<file path="config.mk">
export PLATFORM = sky130hd
export DESIGN_NAME = sync_frame_serializer_flat
export DESIGN_NICKNAME = d
export VERILOG_FILES = /design/src/rtl/sync_frame_serializer_if.sv /design/src/rtl/sync_frame_serializer.sv /design/src/flat_wrapper.sv
export SDC_FILE = /design/constraint.sdc
export NUM_CORES = 1
export LEC_CHECK = 0
export BUFFER_PORTS_ARGS = -buffer_cell sky130_fd_sc_hd__buf_2
export CAP_MARGIN = 0
export CORE_MARGIN = 2
export CORE_UTILIZATION = 49
export CTS_CLUSTER_DIAMETER = 100
export DETAILED_ROUTE_END_ITERATION = 12
export PLACE_DENSITY_LB_ADDON = 0.08
export SYNTH_ARGS = -nofsm -noshare
export SYNTH_HDL_FRONTEND = slang
export SYNTH_SLANG_ARGS = --single-unit
</file>
<file path="constraint.sdc">
create_clock -name clk -period 2.05 [get_ports clk]
set_input_delay 0.41 -clock clk [delete_from_list [all_inputs] [get_ports clk]]
set_output_delay 0.41 -clock clk [all_outputs]
set_load 0.05 [all_outputs]
</file>
<file path="src/rtl/sync_frame_serializer_if.sv">
// Handshake and serial-stream bundle between a word producer, the serializer and the serial consumer.
// Latency: none (wires only).
// Backpressure: data_ready from the serializer stalls the producer; the serial side has no backpressure.
//
// Signals:
//   data_in    payload word, valid with data_valid
//   data_valid producer has a word on data_in
//   data_ready serializer can accept a word this cycle
//   serial_out registered serial bit stream
//   busy       frame in progress
//   frame_done one-cycle pulse in the first idle cycle after a frame
interface sync_frame_serializer_if #(
  parameter int DATA_WIDTH = 8
);
  logic [DATA_WIDTH-1:0] data_in;
  logic                  data_valid;
  logic                  data_ready;
  logic                  serial_out;
  logic                  busy;
  logic                  frame_done;

  // Producer / observer side.
  modport master (
    output data_in,
    output data_valid,
    input  data_ready,
    input  serial_out,
    input  busy,
    input  frame_done
  );

  // Serializer side.
  modport slave (
    input  data_in,
    input  data_valid,
    output data_ready,
    output serial_out,
    output busy,
    output frame_done
  );
endinterface

</file>
<file path="src/rtl/sync_frame_serializer.sv">
// Frames a parallel word as SYNC_PATTERN preamble + payload (MSB first) on a single serial line.
// Latency: first preamble bit on serial_out one cycle after the accepting edge; one bit per clock after that.
// Backpressure: data_ready is high only in IDLE; a word offered while busy is ignored and must be held.
//
// Ports:
//   clk    system clock, rising-edge
//   n_rst  asynchronous active-low reset
//   bus    sync_frame_serializer_if.slave (data_in/data_valid/data_ready, serial_out, busy, frame_done)
// Optional feature: define SERIALIZER_PARITY_EN to append one even-parity bit after the payload LSB.
module sync_frame_serializer #(
  parameter int                  DATA_WIDTH   = 8,
  parameter int                  SYNC_LEN     = 4,
  parameter logic [SYNC_LEN-1:0] SYNC_PATTERN = 4'b1101
) (
  input logic                   clk,
  input logic                   n_rst,
  sync_frame_serializer_if.slave bus
);

  localparam int MAX_LEN = (SYNC_LEN > DATA_WIDTH) ? SYNC_LEN : DATA_WIDTH;
  localparam int CNT_W   = $clog2(MAX_LEN + 1);

  // Counter holds the index of the bit currently on serial_out within its field.
  localparam logic [CNT_W-1:0] SYNC_LAST = CNT_W'(SYNC_LEN - 1);
  localparam logic [CNT_W-1:0] DATA_LAST = CNT_W'(DATA_WIDTH - 1);

`ifdef SERIALIZER_PARITY_EN
  typedef enum logic [1:0] {IDLE, SYNC, DATA, PARITY} state_t;
`else
  typedef enum logic [1:0] {IDLE, SYNC, DATA} state_t;
`endif

  state_t                  state_q, state_d;
  logic [CNT_W-1:0]        cnt_q, cnt_d;
  logic [DATA_WIDTH-1:0]   shift_q, shift_d;
  logic                    serial_q, serial_d;
  logic                    done_q, done_d;

  logic [CNT_W-1:0]        cnt_m1;
  logic [SYNC_LEN-1:0]     sync_sh;
  logic [DATA_WIDTH-1:0]   data_sh;

  // State register and datapath registers.
  always_ff @(posedge clk or negedge n_rst) begin
    if (!n_rst) begin
      state_q  <= IDLE;
      cnt_q    <= '0;
      shift_q  <= '0;
      serial_q <= 1'b0;
      done_q   <= 1'b0;
    end else begin
      state_q  <= state_d;
      cnt_q    <= cnt_d;
      shift_q  <= shift_d;
      serial_q <= serial_d;
      done_q   <= done_d;
    end
  end

  // Next-state logic. serial_d is the bit that will be on the line during
  // the next state, so the line is a pure register with one-cycle latency.
  always_comb begin
    state_d  = state_q;
    cnt_d    = cnt_q;
    shift_d  = shift_q;
    serial_d = 1'b0;
    done_d   = 1'b0;

    // Bit selection by shifting keeps the variable index width-clean.
    cnt_m1  = cnt_q - CNT_W'(1);
    sync_sh = SYNC_PATTERN >> cnt_m1;
    data_sh = shift_q >> cnt_m1;

    case (state_q)
      IDLE: begin
        if (bus.data_valid) begin
          state_d  = SYNC;
          cnt_d    = SYNC_LAST;
          shift_d  = bus.data_in;
          serial_d = SYNC_PATTERN[SYNC_LEN-1];
        end
      end

      SYNC: begin
        if (cnt_q == '0) begin
          state_d  = DATA;
          cnt_d    = DATA_LAST;
          serial_d = shift_q[DATA_WIDTH-1];
        end else begin
          cnt_d    = cnt_m1;
          serial_d = sync_sh[0];
        end
      end

      DATA: begin
        if (cnt_q == '0) begin
`ifdef SERIALIZER_PARITY_EN
          state_d  = PARITY;
          cnt_d    = '0;
          serial_d = ^shift_q;
`else
          state_d  = IDLE;
          cnt_d    = '0;
          done_d   = 1'b1;
`endif
        end else begin
          cnt_d    = cnt_m1;
          serial_d = data_sh[0];
        end
      end

`ifdef SERIALIZER_PARITY_EN
      PARITY: begin
        state_d = IDLE;
        done_d  = 1'b1;
      end
`endif

      default: begin
        state_d = IDLE;
      end
    endcase
  end

  // Outputs. data_ready/busy decode the state register only, so they take
  // their reset values as soon as n_rst falls.
  always_comb begin
    bus.data_ready = (state_q == IDLE);
    bus.busy       = (state_q != IDLE);
    bus.serial_out = serial_q;
    bus.frame_done = done_q;
  end

endmodule

</file>
<file path="src/flat_wrapper.sv">
// flat-port wrapper written by rule: the top's interface ports become plain ports
module sync_frame_serializer_flat 
#(
  parameter int                  DATA_WIDTH   = 8,
  parameter int                  SYNC_LEN     = 4,
  parameter logic [SYNC_LEN-1:0] SYNC_PATTERN = 4'b1101
)
  (clk, n_rst, bus_data_in, bus_data_valid, bus_data_ready, bus_serial_out, bus_busy, bus_frame_done);
  sync_frame_serializer_if #(.DATA_WIDTH(DATA_WIDTH)) bus_i ();
  input logic clk;
  input logic n_rst;
  input wire logic [$bits(bus_i.data_in)-1:0] bus_data_in;
  input wire logic [$bits(bus_i.data_valid)-1:0] bus_data_valid;
  output wire logic [$bits(bus_i.data_ready)-1:0] bus_data_ready;
  output wire logic [$bits(bus_i.serial_out)-1:0] bus_serial_out;
  output wire logic [$bits(bus_i.busy)-1:0] bus_busy;
  output wire logic [$bits(bus_i.frame_done)-1:0] bus_frame_done;
  assign bus_i.data_in = bus_data_in;
  assign bus_i.data_valid = bus_data_valid;
  assign bus_data_ready = bus_i.data_ready;
  assign bus_serial_out = bus_i.serial_out;
  assign bus_busy = bus_i.busy;
  assign bus_frame_done = bus_i.frame_done;
  sync_frame_serializer #(.DATA_WIDTH(DATA_WIDTH), .SYNC_LEN(SYNC_LEN), .SYNC_PATTERN(SYNC_PATTERN)) u_core (.clk(clk), .n_rst(n_rst), .bus(bus_i));
endmodule
</file>
==> results.py <==
metrics = {
    "clocking": {
        "tritoncts.num_buffers": 3,
        "cts-htree-levels": 1,
        "tritoncts": "built",
        "cts_hold_repair.buffers": 0,
        "cts-root-to-sink-buffers": 2,
        "clk_transition_reported_paths_ps": 100,
        "cts.sinks": 16,
        "clkLatencyLatePin_ps": 290,
        "post_cts.resized_instances": 0,
        "cts_setup_buffers": 0,
        "ctsRootBufferMaster": "sky130_fd_sc_hd__clkbuf_4",
    },
    "logic_synthesis": {
        "ffs_w_async_s_r_synth": 1.00,
        "yosysSeqAreaShare": 0.428,
        "avgSynthCellArea_sq_um": 11.4,
        "postSynthCellCount": 82,
        "ys_warn_count": 0,
        "synth.lib_cells_used.distinct": 35,
        "synth-edff-count": 0,
        "synthesis.nets": 99,
        "synthesis_stage_register_bit_count": 16,
        "post_synth_instance_area_sq_um": 936,
        "post-synth-top-area-cell": "sky130_fd_sc_hd__dfrtp_1",
        "synth_flop_cell": "sky130_fd_sc_hd__dfrtp_1",
        "leading_post_synthesis_cells_by_cell_area": "sky130_fd_sc_hd__dfrtp_1, sky130_fd_sc_hd__ha_1, sky130_fd_sc_hd__mux2_1",
        "synth.top_cell.area_share": 0.428,
    },
    "drt": {
        "vias_per_cell": 5.44,
        "postRouteWirelength_um": 1850,
        "antenna_violating_nets_post_route": 0,
        "drt-wirelength-per-cell_um": 14.9,
        "detail_route.drc_violations": 0,
        "detail_route.iter0.violations": 9,
        "firstDrtPassIters": 4,
        "vias": 675,
    },
    "timing": {
        "fmax_mhz": 525,
        "totalNegativeSetupSlack_ps": 0,
        "setup_viol_count_final": 0,
        "tightestPinTransition_ps": 416,
        "clock-skew-final_ps": 1.27,
        "hold_viol": 0,
        "holdWs_ps": 17.5,
        "layout_worst_path_cycle_share": 0.928,
        "post-route-worst-setup-slack_ps": 147,
        "final_max_slew_viol_count": 0,
        "period_minus_slack_ps": 1900,
        "max-slew-margin-rel": 0.722,
        "grt_setup_unrepaired": "no",
    },
    "floorplanning": {
        "boundaryPins": 15,
        "dieArea_sq_mm": 0.00228,
        "initial_utilization": 0.530,
        "floorplan.rows": 15,
        "dieHeight_um": 47.7,
        "core_region_area_sq_mm": 0.00176,
        "die_w_um": 47.7,
    },
    "setup_path": {
        "timing.critical_path.from_type": "flop",
        "r2r.worst_path.cells": 6,
        "cpMaxStageDelayCell": "sky130_fd_sc_hd__or3b_1",
        "critical_path_arrival_ps": 2090,
        "worst-setup-path-type": "reg2reg",
        "required_ps": 2240,
        "timing.critical_path.to_type": "flop",
        "slowest_delay_ps": 460,
        "cp_cell_sequence": "inv_1 > ha_2 > or3b_1 > a21oi_2 > o21ai_1 > a21o_1",
        "worstPathMaxFanout": 9,
    },
    "power_and_ir_drop": {
        "power-per-cell-area_mw_per_mm2": 1710,
        "p_leak_uw": 0.000502,
        "p_comb_frac": 0.572,
        "pwr-share-seq": 0.310,
        "pwr-share-clk": 0.119,
        "totalPowerFinal_uw": 1830,
        "p_sw_frac": 0.442,
        "netSwitchingPower_uw": 808,
        "internal-power_uw": 1020,
        "ir_drop_uv": 1070,
    },
    "outcome": {
        "outcome": "finished, final reports clean",
    },
    "run": {
        "max_cap_viol_count": 0,
    },
    "global_routing": {
        "initial_antenna_violation_count": 0,
        "globalRouteMet2Util": 0.301,
        "first_global_vias": 679,
        "grt_start_max_net_pins": 17,
        "grt_use_met1": 0.276,
        "top_usage_layer": "met2",
        "groute.usage.overall": 0.202,
        "global_route_wire_length_before_repair_um": 3090,
        "grt_util_met3": 0.0491,
        "grt-ovfl-total": 0,
    },
    "final_layout": {
        "layout-area-overhead-vs-synth_pct": 14.2,
        "mostFrequentLayoutCell": "sky130_fd_sc_hd__dfrtp_1",
        "post_route_cells_drive_above_1_share": 0.303,
        "fin_nets": 117,
        "antenna_cells_inserted": 0,
        "most-common-layout-cells": "sky130_fd_sc_hd__dfrtp_1, sky130_fd_sc_hd__buf_2, sky130_fd_sc_hd__inv_1, sky130_fd_sc_hd__a21oi_1",
        "layout.cells.non_filler": 124,
    },
    "placement": {
        "detailed_place_hpwl_um": 1390,
        "gp_routability_congestion": 0.768,
        "port_buffers": 14,
        "place.detailed.instances": 120,
        "detailedPlace.worstSlack_ps": 113,
    },
    "min_path": {
        "hold_class": "in2async",
    },
}
## synth_stat cells, types with 2 or more instances
cell,count
sky130_fd_sc_hd__a21o_1,2
sky130_fd_sc_hd__a21oi_1,6
sky130_fd_sc_hd__dfrtp_1,16
sky130_fd_sc_hd__ha_1,6
sky130_fd_sc_hd__inv_1,9
sky130_fd_sc_hd__mux2_1,5
sky130_fd_sc_hd__mux2_2,3
sky130_fd_sc_hd__mux4_2,2
sky130_fd_sc_hd__nand2_1,2
sky130_fd_sc_hd__nand2b_1,3
sky130_fd_sc_hd__o21ai_1,3
sky130_fd_sc_hd__o22a_1,2
## power groups by stage
stage	Combinational, uW	Sequential [uW]	Clock (uW)
floorplan	821	567	0
global placement	1020	566	0
detailed placement	1030	573	0
CTS	1040	566	222
global route	1140	586	236
finish	1040	566	217
## state kept, by name (all words and copies together), names as in the netlist
signal and cells:
u_core.shift_q 8, u_core.bus.frame_done 1, u_core.state_q 2, u_core.cnt_q 4
u_core.bus.serial_out 1
## worst paths after layout
check                                  start                end  slack, ps
max                          u_core.cnt_q[0]    u_core.cnt_q[2]        150
min in group clk              bus_data_in[2]  u_core.shift_q[2]        320
max reg2reg                  u_core.cnt_q[0]    u_core.cnt_q[2]        150
min                                    n_rst  u_core.shift_q[2]         20
max in group asynchronous              n_rst    u_core.cnt_q[0]       1770
min reg2reg                u_core.shift_q[2]  u_core.shift_q[2]        500
## cells by family (layout without fill, tap and decap cells)
group | Yosys count | after routing | synth area share
adders and majority gates | 6 | 6 | 0.0802
xor gates and xnor gates | 1 | 1 | 0.00936
AOI/OAI and AO/OA | 19 | 19 | 0.147
buffers and inverters | 12 | 29 | 0.0602
and+or+nand+nor | 17 | 17 | 0.120
muxes | 11 | 11 | 0.155
DFF | 16 | 16 | 0.428
## routing by layer
metal	wire length, um	vias up
met5	0	-
met4	29	0
met3	88	4
met2	840	18
met1	892	322
li1	-	331
## final cells by class
class	count	area (sq um)
multi-input cells	54	482
repair buffers	16	85.1
fillers	177	696
flip-flops and latches	16	400
well taps	25	31.3
clock buffers	4	36.3
inverters	9	33.8
## worst max-delay path: cells and delay by family, from the launching register on
family | cells | cell delay [ps]
buf+inv | 1 | 80
compound gates | 3 | 560
fa+ha+maj | 1 | 250
simple gates | 1 | 460
flops | 1 | 450
## through the flow
stage,instance area (sq um),utilization
2_1_floorplan,936,-
3_3_place_gp,1030,0.584
3_5_place_dp,1030,0.584
4_1_cts,1070,0.604
5_1_grt,1070,0.606
6_report,1070,0.606
Note: power is estimated with default switching activity, not from simulation.
